`src/rtl/pipe_hazard_ctrl.sv`:
```
// Stall/flush sequencer for the 5-stage pipeline with a memory-wait watchdog FSM.
// Optional stall_if cycle counter is enabled by defining PIPE_STALL_CNT_EN.
module pipe_hazard_ctrl #(
  parameter int TIMEOUT = 255,
  parameter int CNT_W   = 8
) (
  input  logic        clk,
  input  logic        rst,
  input  logic [4:0]  id_rs1,
  input  logic [4:0]  id_rs2,
  input  logic        id_rs1_used,
  input  logic        id_rs2_used,
  input  logic [4:0]  ex_rd,
  input  logic        ex_is_load,
  input  logic        ex_br_taken,
  input  logic        mem_access,
  input  logic        dmem_ready,
  input  logic        imem_ready,
  output logic        stall_if,
  output logic        stall_id,
  output logic        stall_ex,
  output logic        stall_mem,
  output logic        flush_id,
  output logic        flush_ex,
  output logic        dmem_req,
  output logic        wait_err,
  output logic [31:0] stall_cycles
);

  typedef enum logic [1:0] {RUN, DWAIT, IWAIT, ERR} state_t;

  localparam logic [CNT_W-1:0] TimeoutVal = CNT_W'(TIMEOUT);

  state_t           state_q, state_d;
  logic [CNT_W-1:0] cnt_q, cnt_d;
  logic [CNT_W-1:0] cntInc;
  logic             dmemWait;
  logic             loadUse;

  assign dmemWait = mem_access & ~dmem_ready;
  assign loadUse  = ex_is_load && (ex_rd != 5'd0) &&
                    ((id_rs1_used && (id_rs1 == ex_rd)) ||
                     (id_rs2_used && (id_rs2 == ex_rd)));
  assign cntInc   = (cnt_q == TimeoutVal) ? cnt_q : cnt_q + 1'b1;

  // The counter holds the number of completed wait cycles, so ERR follows
  // exactly TIMEOUT cycles spent in DWAIT/IWAIT with ready still low.
  always_comb begin
    state_d = state_q;
    cnt_d   = cnt_q;
    unique case (state_q)
      RUN: begin
        cnt_d = '0;
        if (dmemWait)         state_d = DWAIT;
        else if (!imem_ready) state_d = IWAIT;
      end
      DWAIT: begin
        if (dmem_ready) begin
          state_d = RUN;
          cnt_d   = '0;
        end else begin
          cnt_d = cntInc;
          if (cntInc == TimeoutVal) state_d = ERR;
        end
      end
      IWAIT: begin
        if (dmemWait) begin
          cnt_d   = cntInc;
          state_d = (cntInc == TimeoutVal) ? ERR : DWAIT;
        end else if (imem_ready) begin
          state_d = RUN;
          cnt_d   = '0;
        end else begin
          cnt_d = cntInc;
          if (cntInc == TimeoutVal) state_d = ERR;
        end
      end
      default: state_d = ERR;
    endcase
  end

  always_ff @(posedge clk or posedge rst) begin
    if (rst) begin
      state_q <= RUN;
      cnt_q   <= '0;
    end else begin
      state_q <= state_d;
      cnt_q   <= cnt_d;
    end
  end

  // Priority: ERR > DMEM wait > taken branch > load-use > IMEM wait.
  always_comb begin
    stall_if  = 1'b0;
    stall_id  = 1'b0;
    stall_ex  = 1'b0;
    stall_mem = 1'b0;
    flush_id  = 1'b0;
    flush_ex  = 1'b0;
    wait_err  = 1'b0;
    dmem_req  = 1'b0;
    if (!rst) begin
      dmem_req = mem_access && (state_q != ERR);
      if (state_q == ERR) begin
        {stall_if, stall_id, stall_ex, stall_mem} = 4'b1111;
        wait_err = 1'b1;
      end else if (dmemWait) begin
        {stall_if, stall_id, stall_ex, stall_mem} = 4'b1111;
      end else if (ex_br_taken) begin
        flush_id = 1'b1;
        flush_ex = 1'b1;
        stall_if = ~imem_ready;
      end else if (loadUse) begin
        stall_if = 1'b1;
        stall_id = 1'b1;
        flush_ex = 1'b1;
      end else if (!imem_ready) begin
        stall_if = 1'b1;
        flush_id = 1'b1;
      end
    end
  end

`ifdef PIPE_STALL_CNT_EN
  logic [31:0] stallCnt_q, stallCnt_d;

  assign stallCnt_d = (stall_if && (stallCnt_q != 32'hFFFF_FFFF)) ?
                      stallCnt_q + 32'd1 : stallCnt_q;

  always_ff @(posedge clk or posedge rst) begin
    if (rst) stallCnt_q <= '0;
    else     stallCnt_q <= stallCnt_d;
  end

  assign stall_cycles = stallCnt_q;
`else
  assign stall_cycles = '0;
`endif

endmodule

```
`config.mk`:
```
export PLATFORM = sky130hd
export DESIGN_NAME = pipe_hazard_ctrl
export DESIGN_NICKNAME = d
export VERILOG_FILES = /design/src/rtl/pipe_hazard_ctrl.sv
export SDC_FILE = /design/constraint.sdc
export NUM_CORES = 1
export LEC_CHECK = 0
export CORE_MARGIN = 1.5
export CORE_UTILIZATION = 36
export CTS_BUF_LIST = sky130_fd_sc_hd__clkbuf_16
export CTS_CLUSTER_SIZE = 12
export DETAILED_ROUTE_END_ITERATION = 10
export PLACE_DENSITY = 0.79
export SLEW_MARGIN = 10
export SYNTH_ARGS = -nofsm -noshare
export SYNTH_HDL_FRONTEND = slang
export SYNTH_SLANG_ARGS = --single-unit
```
`constraint.sdc`:
```
create_clock -name clk -period 1.8 [get_ports clk]
set_input_delay 0.27 -clock clk [delete_from_list [all_inputs] [get_ports clk]]
set_output_delay 0.27 -clock clk [all_outputs]
set_load 0.05 [all_outputs]
```
## Word level (Yosys, flattened, before mapping)

Cells that the tools add are included.
W data, S select, Z words.

- Word-level logic and storage cells: 63
- Bits in registers: 10
- Input port bits: 24

- Bitwise gates (word level): 3
- Reductions and logical operators: 9
- Eq/ne operators: 9
- Add/subtract/negate cells: 1
- Muxes and demuxes: 39

Operators with widths:

| cell | count |
|---|---|
| $mux W8 | 4 |
| $mux W1 | 26 |
| $pmux W8 S3 | 1 |
| $eq A8 B8 Y1 const B | 2 |
| $mux W2 | 7 |
| $eq A5 B5 Y1 | 2 |
| $add A8 B1 Y8 const B | 1 |
| $pmux W2 S3 | 1 |
| $logic_and A1 B1 Y1 | 5 |
| $reduce_bool A5 Y1 | 1 |
| $eq A2 B2 Y1 const B | 2 |
| $ne A3 B3 Y1 const B | 1 |
| $reduce_bool A3 Y1 | 1 |
| $eq A2 B1 Y1 const B | 1 |
| $logic_not A2 Y1 | 1 |
| $ne A2 B2 Y1 const B | 1 |
| $not A1 Y1 | 2 |
| $and A1 B1 Y1 | 1 |
| $logic_or A1 B1 Y1 | 1 |

## Depth between registers and ports, before layout

- Depth after elaboration: 9
- Depth in mapped cells: 7
- Gate-level depth less buffers: 7

## Worst setup path before layout

OpenSTA, ideal clock, no wires.

- Path kind: reg-to-output
- Start: register state_q[1]
- End: output stall_if
- Path slack: -0.640 ns
- Path buffers: 0
- Cell stages (with the launch flop): 6
- Arrival: 2.170 ns
- Cell sequence: dfrtp_1 -> ha_1 -> nor2_1 -> nor2_1 -> nor2_1 -> o21ai_0

- Word-level cells in the longest chain between the ends: 3

Ends and longest elaborated chain:

| item | line | RTL |
|---|---|---|
| from (decl) | 34 | `state_t state_q, state_d;` |
| from (signal assigned) | 87 | `state_q <= state_d;` |
| $eq A2 B2 Y1 | 104 | `if (state_q == ERR) begin` |
| $mux W1 | 104 |  |
| $mux W1 | 102 | `if (!rst) begin` |
| to (decl) | 19 | `output logic stall_if,` |

Every way passes these cells.

## Final worst setup path

- Start: register state_q[0]
- End: output flush_ex

- Word-level cells in the longest chain between the ends: 3

Ends and longest elaborated chain:

| item | line | RTL |
|---|---|---|
| $eq A2 B2 Y1 | 104 |  |
| $mux W1 | 104 |  |
| $mux W1 | 102 |  |
| to (decl) | 24 | `output logic flush_ex,` |

Every way passes these cells.

==> impl_metrics.env <==
export IMPL_status="complete, but fails checks"
export IMPL_violations="setup timing"
export IMPL_syn_area_mm2=0.00122
export IMPL_r2r_start="state_q[0]"
export IMPL_synth_common_cells="33 x buf_4, 16 x nand2_1, 11 x nor2_1"
export IMPL_drive_above_1_share_pct=37.9
export IMPL_antenna_cells=0
export IMPL_clkTransAtPathRegs_ns=0.04
export IMPL_syn_mean_instance_area_um2=7.81
export IMPL_numCtsBuffers=3
export IMPL_critical_path_class="reg -> out"
export IMPL_min_from="cnt_q[1]"
export IMPL_firstDrtPassIters=6
export IMPL_die_w_um=61.2
export IMPL_peakVddDrop_mv=0.350
export IMPL_clk_latency_ns=0.24
export IMPL_power_mw=1.91
export IMPL_synth_flop_cell="dfrtp_1"
export IMPL_fillers=291
export IMPL_synth_top_area_share_pct=20.5
export IMPL_grt_max_degree=11
export IMPL_ant_nets=0
export IMPL_p_leak_nw=0.853
export IMPL_overflow=0
export IMPL_ff2ff_path_depth=7
export IMPL_hp_class="reg -> reg"
export IMPL_rows=20
export IMPL_fmax_ghz=0.523
export IMPL_clockPowerShare_pct=20.9
export IMPL_h_tree_depth=1
export IMPL_powerDensity_mw_per_mm2=993
export IMPL_grt_pass1_wl_um=5040
export IMPL_worst_slack_ns=-0.112
export IMPL_synth_top_area_cell="dfrtp_1"
export IMPL_vias=1262
export IMPL_cpPeakStageDelay_ns=0.40
export IMPL_seq_power_share_pct=16.5
export IMPL_rsz0062_at_grt="yes"
export IMPL_finClkSkew_ns=0.000981
export IMPL_port_buffers=31
export IMPL_drv_cap=0
export IMPL_cp_top_family="buffers and inverters"
export IMPL_hold_ws_ns=0.569
export IMPL_path_buf_inv=3
export IMPL_p_sw_share_pct=42.8
export IMPL_finalCriticalPeriod_ns=1.91
export IMPL_dp_hpwl_um=2350
export IMPL_synth_area_top_cells="dfrtp_1 21%, buf_4 20%, xnor2_1 7.2%"
export IMPL_cp_cell_sequence="buf_6, ha_4, buf_6, a2111oi_4, clkbuf_16"
export IMPL_ys_seq_area_share_pct=20.5
export IMPL_setup_violations=7
export IMPL_critPathSlowestCell="dfrtp_1"
export IMPL_grt_pass1_vias=1178
export IMPL_r2r_end="cnt_q[5]"
export IMPL_antenna_found_initial=0
export IMPL_switchingPower_uw=817
export IMPL_cts_root_buf="clkbuf_16"
export IMPL_gp_congestion=0.925
export IMPL_routed_wirelength_um=3250
export IMPL_die_h_um=61.2
export IMPL_drc=0
export IMPL_layoutNonFillerInstCount=255
export IMPL_ys_warn_count=0
export IMPL_core_area_mm2=0.00313
export IMPL_clockBufferDepth=2
export IMPL_synth_most_common_cell="buf_4"
export IMPL_p_int_mw=1.09
export IMPL_period_share_pct=106
export IMPL_drv_slew=0
export IMPL_critPathArrivalTime_ns=1.64
export IMPL_path_max_fanout=4
export IMPL_hold_path_end="cnt_q[1]"
export IMPL_grtUsageTotal_pct=17.9
export IMPL_syn_to_final_growth_pct=57.8
export IMPL_multi_input_area_um2=975
export IMPL_seq_area_um2=251
export IMPL_synth_distinct_cells=40
export IMPL_drtIter0Drc=43
export IMPL_r2r_slack_ns=-0.05
export IMPL_vias_per_cell=4.95
export IMPL_synth_seq_cells=10
export IMPL_cts_num_sinks=10
export IMPL_io_pins=64
export IMPL_synth_cells=156
export IMPL_placed_cells_incl_taps=249
export IMPL_nNetsFinal=242
export IMPL_async_flop_share_pct=100
export IMPL_final_hold_viol_count=0
export IMPL_avgRoutedWirePerCell_um=12.7
export IMPL_synth_edff_count=0
export IMPL_setup_worst_path_start_class="flop"
export IMPL_required_ns=1.53
export IMPL_combinationalPowerShare_pct=62.7
export IMPL_cts_tree="built"
export IMPL_endpoint_kind="primary output"
export IMPL_die_area_mm2=0.00374
export IMPL_holdPathStages=2
export IMPL_worst_path_most_repeated_cell="buf_6"
export IMPL_start_util_pct=39.0
[sequential cells by signal (all words and copies together), names as in the netlist]
register / flops
state_q: 2
cnt_q: 8
[per-layer routing]
| layer | up-vias | global-route usage [%] | share of wire, % |
|---|---|---|---|
| li1 | 598 | - | - |
| met3 | 6 | 4.41 | 7.8 |
| met4 | 0 | 4.97 | 1.5 |
| met5 | - | 0 | 0 |
| met1 | 591 | 18.3 | 34 |
| met2 | 67 | 35.3 | 57 |
[worst register-to-register path: cells and delay by family, from the launching register on]
| family | cells | cell delay, ns |
|---|---|---|
| and+or+nand+nor | 2 | 0.38 |
| buffers and inverters | 2 | 0.17 |
| adders and majority gates | 1 | 0.16 |
| DFF | 1 | 0.39 |
| AOI/OAI and AO/OA | 2 | 0.65 |
[final cells by class]
class                           count  area share [%]
Clock buffer                        3            3.90
Clock inverter                      1           0.195
Inverter                            7            1.37
Multi-Input combinational cell    135            50.7
Sequential cell                    10            13.1
Tap cell                           44            2.86
Timing Repair Buffer               55            27.9
[cell families after synthesis]
family | after synthesis | synth area share, %
AO/OA/AOI/OAI | 40 | 22.6
XOR/XNOR | 10 | 7.19
adder cells (fa/ha/maj) | 6 | 6.16
buffers and inverters | 42 | 23.3
flip-flops | 10 | 20.5
multiplexers | 1 | 0.821
other | 1 | 0.308
AND/OR/NAND/NOR | 46 | 19.1
[stage by stage]
step	setup WS, ns	utilization, %	setup TNS, ns	instance area [µm²]
global route	-0.196	61.5	-0.847	1920
global placement	-0.482	55.0	-2.68	1720
CTS	-0.110	58.6	-0.277	1830
detailed placement	-0.517	55.0	-2.92	1720
finish	-0.112	61.5	-0.340	1920
floorplan	-0.125	-	-0.201	1390
[what timing repair did]
action                     in CTS  in global routing
setup endpoints to repair      14                 14
gates resized for setup        81                 19
hold buffers                    0                  0
buffers inserted                1                  1
pin swaps                      22                 15
[power by group through the flow]
stage | Sequential [mW] | Combinational [mW] | Clock [mW]
after floorplan | 0.300 | 0.688 | 0
after global placement | 0.300 | 0.989 | 0
after detailed placement | 0.299 | 1.01 | 0
after CTS | 0.308 | 1.09 | 0.399
after global routing | 0.317 | 1.28 | 0.418
final | 0.314 | 1.20 | 0.398
[how the worst max path moves through the flow]
stage | to | slack [ns] | cells past startpoint | startpoint
global route | flush_ex | -0.20 | 8 | id_rs1[0]
global placement | flush_ex | -0.48 | 8 | ex_rd[1]
CTS | flush_id | -0.11 | 7 | ex_rd[1]
finish | flush_ex | -0.11 | 5 | state_q[0]
detailed placement | flush_ex | -0.52 | 8 | ex_rd[3]
floorplan | flush_id | -0.13 | 3 | ex_rd[1]
[layout by cell type, fill, tap and decap left out, drive strengths merged, types with 6 or more instances in the layout]
master / instances
dfrtp: 10
a21oi: 10
buf: 45
o21ai: 7
conb: 32
inv: 7
nand2: 16
xnor2: 10
clkdlybuf4s50: 6
ha: 6
nor2: 11
Power figures use the tool's default switching activity.
